### src/rtl/uart_tx_periph.sv
// uart_tx_periph: APB slave UART transmitter (8N1, optional even parity).
//
// Ports:
//   PCLK            single clock, all state on rising edge
//   PRESET          synchronous active-low reset
//   PADDR[31:0]     APB address, only [3:2] decoded
//   PWDATA[31:0]    APB write data
//   PWRITE          1 = write, 0 = read
//   PENABLE, PSEL   APB access phase / slave select
//   PRDATA[31:0]    registered read data, valid while PREADY=1, else 0
//   PREADY          one-cycle registered completion pulse
//   tx              serial line, idle high
//
// Registers: 0x0 CTRL, 0x4 STATUS, 0x8 TXDATA, 0xC BAUD_DIV.
// Build option: define UART_TX_PARITY_EN to add CTRL.PAR_EN and the PARITY state.
//
// state    | meaning
// ---------+------------------------------------------------
// S_IDLE   | line high, waiting for TX_EN and a queued byte
// S_START  | start bit (0) for one bit time
// S_DATA   | 8 data bits, LSB first
// S_PARITY | even parity bit (only with UART_TX_PARITY_EN)
// S_STOP   | stop bit (1) for one bit time

module uart_tx_periph #(
    parameter int FIFO_DEPTH  = 8,
    parameter int DEFAULT_DIV = 868
) (
    input  logic        PCLK,
    input  logic        PRESET,
    input  logic [31:0] PADDR,
    input  logic [31:0] PWDATA,
    input  logic        PWRITE,
    input  logic        PENABLE,
    input  logic        PSEL,
    output logic [31:0] PRDATA,
    output logic        PREADY,
    output logic        tx
);

    localparam int          AW       = $clog2(FIFO_DEPTH);
    localparam logic [AW:0] PTR_ONE  = (AW+1)'(1);
    localparam logic [1:0]  A_CTRL   = 2'd0;
    localparam logic [1:0]  A_STATUS = 2'd1;
    localparam logic [1:0]  A_TXDATA = 2'd2;
    localparam logic [1:0]  A_BAUD   = 2'd3;

    typedef enum logic [2:0] {
        S_IDLE,
        S_START,
        S_DATA,
`ifdef UART_TX_PARITY_EN
        S_PARITY,
`endif
        S_STOP
    } state_t;

    state_t      r_state;
    logic        r_pready;
    logic [31:0] r_prdata;
    logic        r_tx_en;
`ifdef UART_TX_PARITY_EN
    logic        r_par_en;
    logic        r_parity;
`endif
    logic [15:0] r_baud_div;
    logic        r_ovf;
    logic [AW:0] r_wr_ptr;
    logic [AW:0] r_rd_ptr;
    logic [7:0]  r_mem [FIFO_DEPTH];
    logic [7:0]  r_shift;
    logic [2:0]  r_bit_idx;
    logic [15:0] r_bit_cnt;
    logic [15:0] r_div_lat;
    logic        r_tx;

    logic        w_access;
    logic        w_empty;
    logic        w_full;
    logic        w_push;
    logic        w_busy;
    logic        w_bit_done;
    logic        w_load;
    logic [AW:0] w_level;
    logic [7:0]  w_level8;
    logic [7:0]  w_head;
    logic [31:0] w_rdata;
    logic        w_unused;

    // Only the first PSEL&PENABLE cycle counts; the PREADY cycle is masked
    // so a master holding PENABLE through PREADY does not re-trigger.
    assign w_access   = PSEL & PENABLE & ~r_pready;
    assign w_level    = r_wr_ptr - r_rd_ptr;
    assign w_level8   = 8'(w_level);
    assign w_empty    = (r_wr_ptr == r_rd_ptr);
    assign w_full     = (r_wr_ptr[AW] != r_rd_ptr[AW]) &&
                        (r_wr_ptr[AW-1:0] == r_rd_ptr[AW-1:0]);
    assign w_push     = w_access & PWRITE & (PADDR[3:2] == A_TXDATA) & ~w_full;
    assign w_busy     = (r_state != S_IDLE);
    assign w_bit_done = (r_bit_cnt == r_div_lat - 16'd1);
    assign w_head     = r_mem[r_rd_ptr[AW-1:0]];
    // A new frame starts from IDLE, or directly at the end of STOP so
    // back-to-back frames carry no idle bit.
    assign w_load     = r_tx_en & ~w_empty &
                        ((r_state == S_IDLE) || ((r_state == S_STOP) && w_bit_done));
    assign w_unused   = ^{PADDR[31:4], PADDR[1:0], PWDATA[31:16]};

    assign PREADY = r_pready;
    assign PRDATA = r_prdata;
    assign tx     = r_tx;

    always_comb begin
        w_rdata = 32'd0;
        case (PADDR[3:2])
            A_CTRL: begin
                w_rdata[0] = r_tx_en;
`ifdef UART_TX_PARITY_EN
                w_rdata[1] = r_par_en;
`endif
            end
            A_STATUS: w_rdata = {16'd0, w_level8, 4'd0, r_ovf, w_busy, w_full, w_empty};
            A_BAUD:   w_rdata = {16'd0, r_baud_div};
            default:  w_rdata = 32'd0;
        endcase
    end

    always_ff @(posedge PCLK) begin
        if (!PRESET) begin
            r_pready   <= 1'b0;
            r_prdata   <= 32'd0;
            r_tx_en    <= 1'b0;
`ifdef UART_TX_PARITY_EN
            r_par_en   <= 1'b0;
`endif
            r_baud_div <= 16'(DEFAULT_DIV);
            r_ovf      <= 1'b0;
            r_wr_ptr   <= '0;
        end else begin
            r_pready <= w_access;
            r_prdata <= (w_access && !PWRITE) ? w_rdata : 32'd0;
            if (w_access && PWRITE) begin
                case (PADDR[3:2])
                    A_CTRL: begin
                        r_tx_en  <= PWDATA[0];
`ifdef UART_TX_PARITY_EN
                        r_par_en <= PWDATA[1];
`endif
                    end
                    A_STATUS: if (PWDATA[3]) r_ovf <= 1'b0;
                    A_TXDATA: begin
                        if (w_full) r_ovf    <= 1'b1;
                        else        r_wr_ptr <= r_wr_ptr + PTR_ONE;
                    end
                    A_BAUD: r_baud_div <= (PWDATA[15:0] == 16'd0) ? 16'd1 : PWDATA[15:0];
                    default: ;
                endcase
            end
        end
    end

    always_ff @(posedge PCLK) begin
        if (w_push) r_mem[r_wr_ptr[AW-1:0]] <= PWDATA[7:0];
    end

    always_ff @(posedge PCLK) begin
        if (!PRESET) begin
            r_state   <= S_IDLE;
            r_tx      <= 1'b1;
            r_rd_ptr  <= '0;
            r_shift   <= 8'd0;
            r_bit_idx <= 3'd0;
            r_bit_cnt <= 16'd0;
            r_div_lat <= 16'd1;
`ifdef UART_TX_PARITY_EN
            r_parity  <= 1'b0;
`endif
        end else if (w_load) begin
            r_state   <= S_START;
            r_tx      <= 1'b0;
            r_shift   <= w_head;
            r_rd_ptr  <= r_rd_ptr + PTR_ONE;
            r_div_lat <= r_baud_div;
            r_bit_cnt <= 16'd0;
            r_bit_idx <= 3'd0;
`ifdef UART_TX_PARITY_EN
            r_parity  <= ^w_head;
`endif
        end else begin
            case (r_state)
                S_IDLE: r_tx <= 1'b1;
                S_START: begin
                    if (w_bit_done) begin
                        r_bit_cnt <= 16'd0;
                        r_state   <= S_DATA;
                        r_tx      <= r_shift[0];
                    end else begin
                        r_bit_cnt <= r_bit_cnt + 16'd1;
                    end
                end
                S_DATA: begin
                    if (w_bit_done) begin
                        r_bit_cnt <= 16'd0;
                        r_bit_idx <= r_bit_idx + 3'd1;
                        if (r_bit_idx == 3'd7) begin
`ifdef UART_TX_PARITY_EN
                            if (r_par_en) begin
                                r_state <= S_PARITY;
                                r_tx    <= r_parity;
                            end else begin
                                r_state <= S_STOP;
                                r_tx    <= 1'b1;
                            end
`else
                            r_state <= S_STOP;
                            r_tx    <= 1'b1;
`endif
                        end else begin
                            r_shift <= r_shift >> 1;
                            r_tx    <= r_shift[1];
                        end
                    end else begin
                        r_bit_cnt <= r_bit_cnt + 16'd1;
                    end
                end
`ifdef UART_TX_PARITY_EN
                S_PARITY: begin
                    if (w_bit_done) begin
                        r_bit_cnt <= 16'd0;
                        r_state   <= S_STOP;
                        r_tx      <= 1'b1;
                    end else begin
                        r_bit_cnt <= r_bit_cnt + 16'd1;
                    end
                end
`endif
                S_STOP: begin
                    r_tx <= 1'b1;
                    if (w_bit_done) begin
                        r_bit_cnt <= 16'd0;
                        r_state   <= S_IDLE;
                    end else begin
                        r_bit_cnt <= r_bit_cnt + 16'd1;
                    end
                end
                default: begin
                    r_state <= S_IDLE;
                    r_tx    <= 1'b1;
                end
            endcase
        end
    end

endmodule
### config.mk
export PLATFORM = sky130hd
export DESIGN_NAME = uart_tx_periph
export DESIGN_NICKNAME = d
export VERILOG_FILES = /design/src/rtl/uart_tx_periph.sv
export SDC_FILE = /design/constraint.sdc
export NUM_CORES = 1
export LEC_CHECK = 0
export ABC_CLOCK_PERIOD_IN_PS = 5400
export BUFFER_PORTS_ARGS = -buffer_cell sky130_fd_sc_hd__clkbuf_2
export CAP_MARGIN = 20
export CORE_MARGIN = 4
export CORE_UTILIZATION = 55
export CTS_CLUSTER_DIAMETER = 100
export CTS_CLUSTER_SIZE = 16
export DETAILED_ROUTE_END_ITERATION = 8
export PLACE_DENSITY = 0.75
export SYNTH_ARGS = -nofsm -noshare
export SYNTH_HDL_FRONTEND = slang
export SYNTH_SLANG_ARGS = --single-unit
### constraint.sdc
create_clock -name PCLK -period 5.4 [get_ports PCLK]
set_clock_uncertainty 0.05 [all_clocks]
set_input_delay 0.81 -clock PCLK [delete_from_list [all_inputs] [get_ports PCLK]]
set_output_delay 0.81 -clock PCLK [all_outputs]
set_load 0.05 [all_outputs]
==> flow_summary.ini <==
[run_status]
outcome = completed

[timing]
relSlewSlack_pct = 25.5
setup_slack_ns = 1.24
whs_ns = 0.427
hold_viol = 0
fmax_ghz = 0.240
drv_slew = 0
setup_viol = 0
max_slew.worst_pin.slew_ns = 1.11
min_period_ns = 4.16
post-route-period-util_pct = 77.1
rsz0062_at_grt = false
tns_ns = 0

[final_layout]
antenna_cells = 0
area_growth_pct = 12.7
final_layout_size_suffix_gt1_share_pct = 16.1
fin_nets = 766
utilization_pct = 63.1
fillers = 979

[place]
io_buffer_count = 40
dp_hpwl_um = 10300
dpl_worst_slack_ns = 1.26
globalplace.congestion = 0.862

[power]
powerDensity_nw_per_um2 = 320
ir_worst_vdd_v = 0.000299
leakage_uw = 0.00282

[route]
routed_wirelength_um = 15000
drt_iter0_drc = 329
drc = 0
wl_per_cell_um = 17.3
via_count = 4967
dr_wl_met2_um = 7520
firstDrtPassIters = 5
wl_met1_um = 6530
dr.max_layer_used = met4
final_antenna_net_count = 0
via_per_inst = 5.73
wl_met3_um = 727

[logic_synthesis]
ys_types = 58
synthFlopType = dfxtp_1
synth.yosys.warnings = 0
synth_area_um2 = 7030
seq_area_frac_synth_pct = 53.5
avgSynthCellArea_um2 = 10.8
synth_seq_cells = 156
synth-edff-count = 64
async_flop_share_pct = 0
synth_cells = 651

[clock_tree]
postCtsResizedCells = 0
ctsHtreeMaxLevel = 4
clkLatencyLatePin_ns = 0.43
numCtsBuffers = 17
cts.sinks = 156
cts_tree = yes
post_cts_buffers = 0
path_clk_slew_ns = 0.06
root_buffer = clkbuf_16
hold_buffers = 0
clk_path_buf_depth = 2

[worst_setup_path]
crit_fanout = 25
critPathKind = flop to flop
start_kind = flop
arrival_ns = 4.40
end_kind = flop
worstPathRequired_ns = 5.64

[global_route]
grt_max_degree = 39
grt_pass1_wl_um = 24400
antenna_found_initial = 0
grt-ovfl-total = 0
grt_usage_pct = 21.6
grt_pass1_vias = 4852

[floorplanning]
num_io_pins = 103
core_um2 = 12600
placementRows = 41
initial_core_util_pct = 56.0
fp.dieW_um = 121
die_y_um = 121
dieArea_um2 = 14700

[hold_path]
holdCritPathClass = flop to flop

[job]
maxCapViolations = 0
==> layout make-up <==
class	count	area, um^2	share of cell area (%)
flip-flops and latches	156	3760	47.5
multi-input cells	444	3020	38.0
clock buffers	17	425	5.37
repair buffers	45	245	3.09
well taps	172	215	2.71
clock inverters	15	195	2.46
inverters	18	67.6	0.852
==> final timing paths <==
path                                  endpoint  slack (ns)  cells past startpoint            from
worst max-delay path              r_bit_idx[0]        1.24                     10    r_div_lat[0]
worst min-delay path            r_baud_div[15]        0.43                      2  r_baud_div[15]
worst max register to register    r_bit_idx[0]        1.24                     10    r_div_lat[0]
worst min register to register  r_baud_div[15]        0.43                      2  r_baud_div[15]
==> routing by layer <==
layer / GRT usage, % / vias up
met3: 5.13 / 20
met5: 0 / -
met1: 27.9 / 2428
met2: 35.7 / 127
li1: - / 2392
met4: 7.22 / 0
==> metrics by stage <==
stage	area (um^2)	instances	power, uW
detailed placement	7290	834	1330
global route	7930	867	2620
global placement	7290	834	1330
CTS	7910	866	2560
floorplan	7090	666	1320
finish	7930	867	2540
==> flip-flops by register name, summed over array words and instances (netlist names), named ones only <==
signal / flops
r_shift: 8
r_bit_cnt: 16
r_mem: 64
r_baud_div: 16
r_wr_ptr: 4
r_state: 2
r_rd_ptr: 4
r_bit_idx: 3
PREADY: 1
tx: 1
r_ovf: 1
r_tx_en: 1
PRDATA: 16
r_div_lat: 16
==> synthesized netlist by cell type, types with 2 or more instances <==
| library cell | n | area [um^2] |
|---|---|---|
| nor3_1 | 13 | 65.1 |
| nor3b_1 | 3 | 22.5 |
| o211ai_1 | 7 | 52.6 |
| a31oi_1 | 5 | 31.3 |
| nand4_1 | 8 | 50.1 |
| inv_1 | 18 | 67.6 |
| and2_1 | 6 | 37.5 |
| nand3b_1 | 3 | 22.5 |
| nor4b_1 | 2 | 17.5 |
| mux2i_1 | 15 | 150 |
| nand2_1 | 63 | 236 |
| mux4_2 | 16 | 360 |
| a221oi_2 | 7 | 105 |
| or3_1 | 4 | 25.0 |
| nor4_1 | 10 | 62.6 |
| nor2b_1 | 11 | 68.8 |
| nand3_1 | 29 | 145 |
| a211oi_1 | 9 | 67.6 |
| nor2_1 | 54 | 203 |
| and3_1 | 11 | 68.8 |
| a21oi_1 | 37 | 185 |
| buf_1 | 2 | 7.51 |
| o21ai_0 | 28 | 140 |
| buf_4 | 16 | 120 |
| dfxtp_1 | 92 | 1840 |
| clkbuf_1 | 27 | 101 |
| xor2_1 | 20 | 175 |
| nand2b_1 | 3 | 18.8 |
| a22oi_1 | 3 | 22.5 |
| mux2_2 | 2 | 22.5 |
| or4_1 | 4 | 30.0 |
| ha_1 | 14 | 175 |
| buf_2 | 2 | 10.0 |
| xnor2_1 | 19 | 166 |
| edfxtp_1 | 64 | 1920 |
| or2_2 | 2 | 12.5 |
==> kinds of logic (layout without fill, tap and decap cells) <==
group,after synthesis,after routing,share of synthesized area [%]
AO/OA/AOI/OAI,109,109,10.4
XOR/XNOR,39,39,4.86
adder cells (fa/ha/maj),15,15,2.77
buffers and inverters,66,95,4.52
flip-flops,156,156,53.5
multiplexers,33,33,7.58
other,1,16,0.0533
AND/OR/NAND/NOR,232,232,16.3
==> layout by cell type, fill, tap and decap left out, types with 8 or more instances in the layout <==
cell | netlist | final
a211oi_1 | 9 | 9
a21oi_1 | 37 | 37
and3_1 | 11 | 11
clkbuf_16 | 0 | 17
clkbuf_2 | 0 | 40
conb_1 | 1 | 16
dfxtp_1 | 92 | 92
edfxtp_1 | 64 | 64
ha_1 | 14 | 14
inv_1 | 18 | 18
mux2i_1 | 15 | 15
mux4_2 | 16 | 16
nand2_1 | 63 | 63
nand3_1 | 29 | 29
nand4_1 | 8 | 8
nor2_1 | 54 | 54
nor2b_1 | 11 | 11
nor3_1 | 13 | 13
nor4_1 | 10 | 10
o21ai_0 | 28 | 28
xnor2_1 | 19 | 19
xor2_1 | 20 | 20
==> critical path: stages (launching register included) <==
cell and delay, ns:
dfxtp_1 0.37, inv_1 0.11, ha_1 0.28, or3b_2 0.52, nor3b_1 0.44, o21ai_0 0.20, o311a_1 0.18, a22oi_1 0.39
a41oi_2 0.65, o21ai_0 0.72, nor2_1 0.11
==> power breakdown <==
| group | internal [uW] | leakage [uW] | total, uW | switching, uW |
|---|---|---|---|---|
| combinational | 14.1 | 0.00120 | 77.9 | 63.7 |
| sequential | 1230 | 0.00132 | 1230 | 2.78 |
| clock | 707 | 0.000300 | 1230 | 520 |
| total | 1950 | 0.00282 | 2540 | 586 |
No activity file was read; power rests on OpenSTA's default activity.
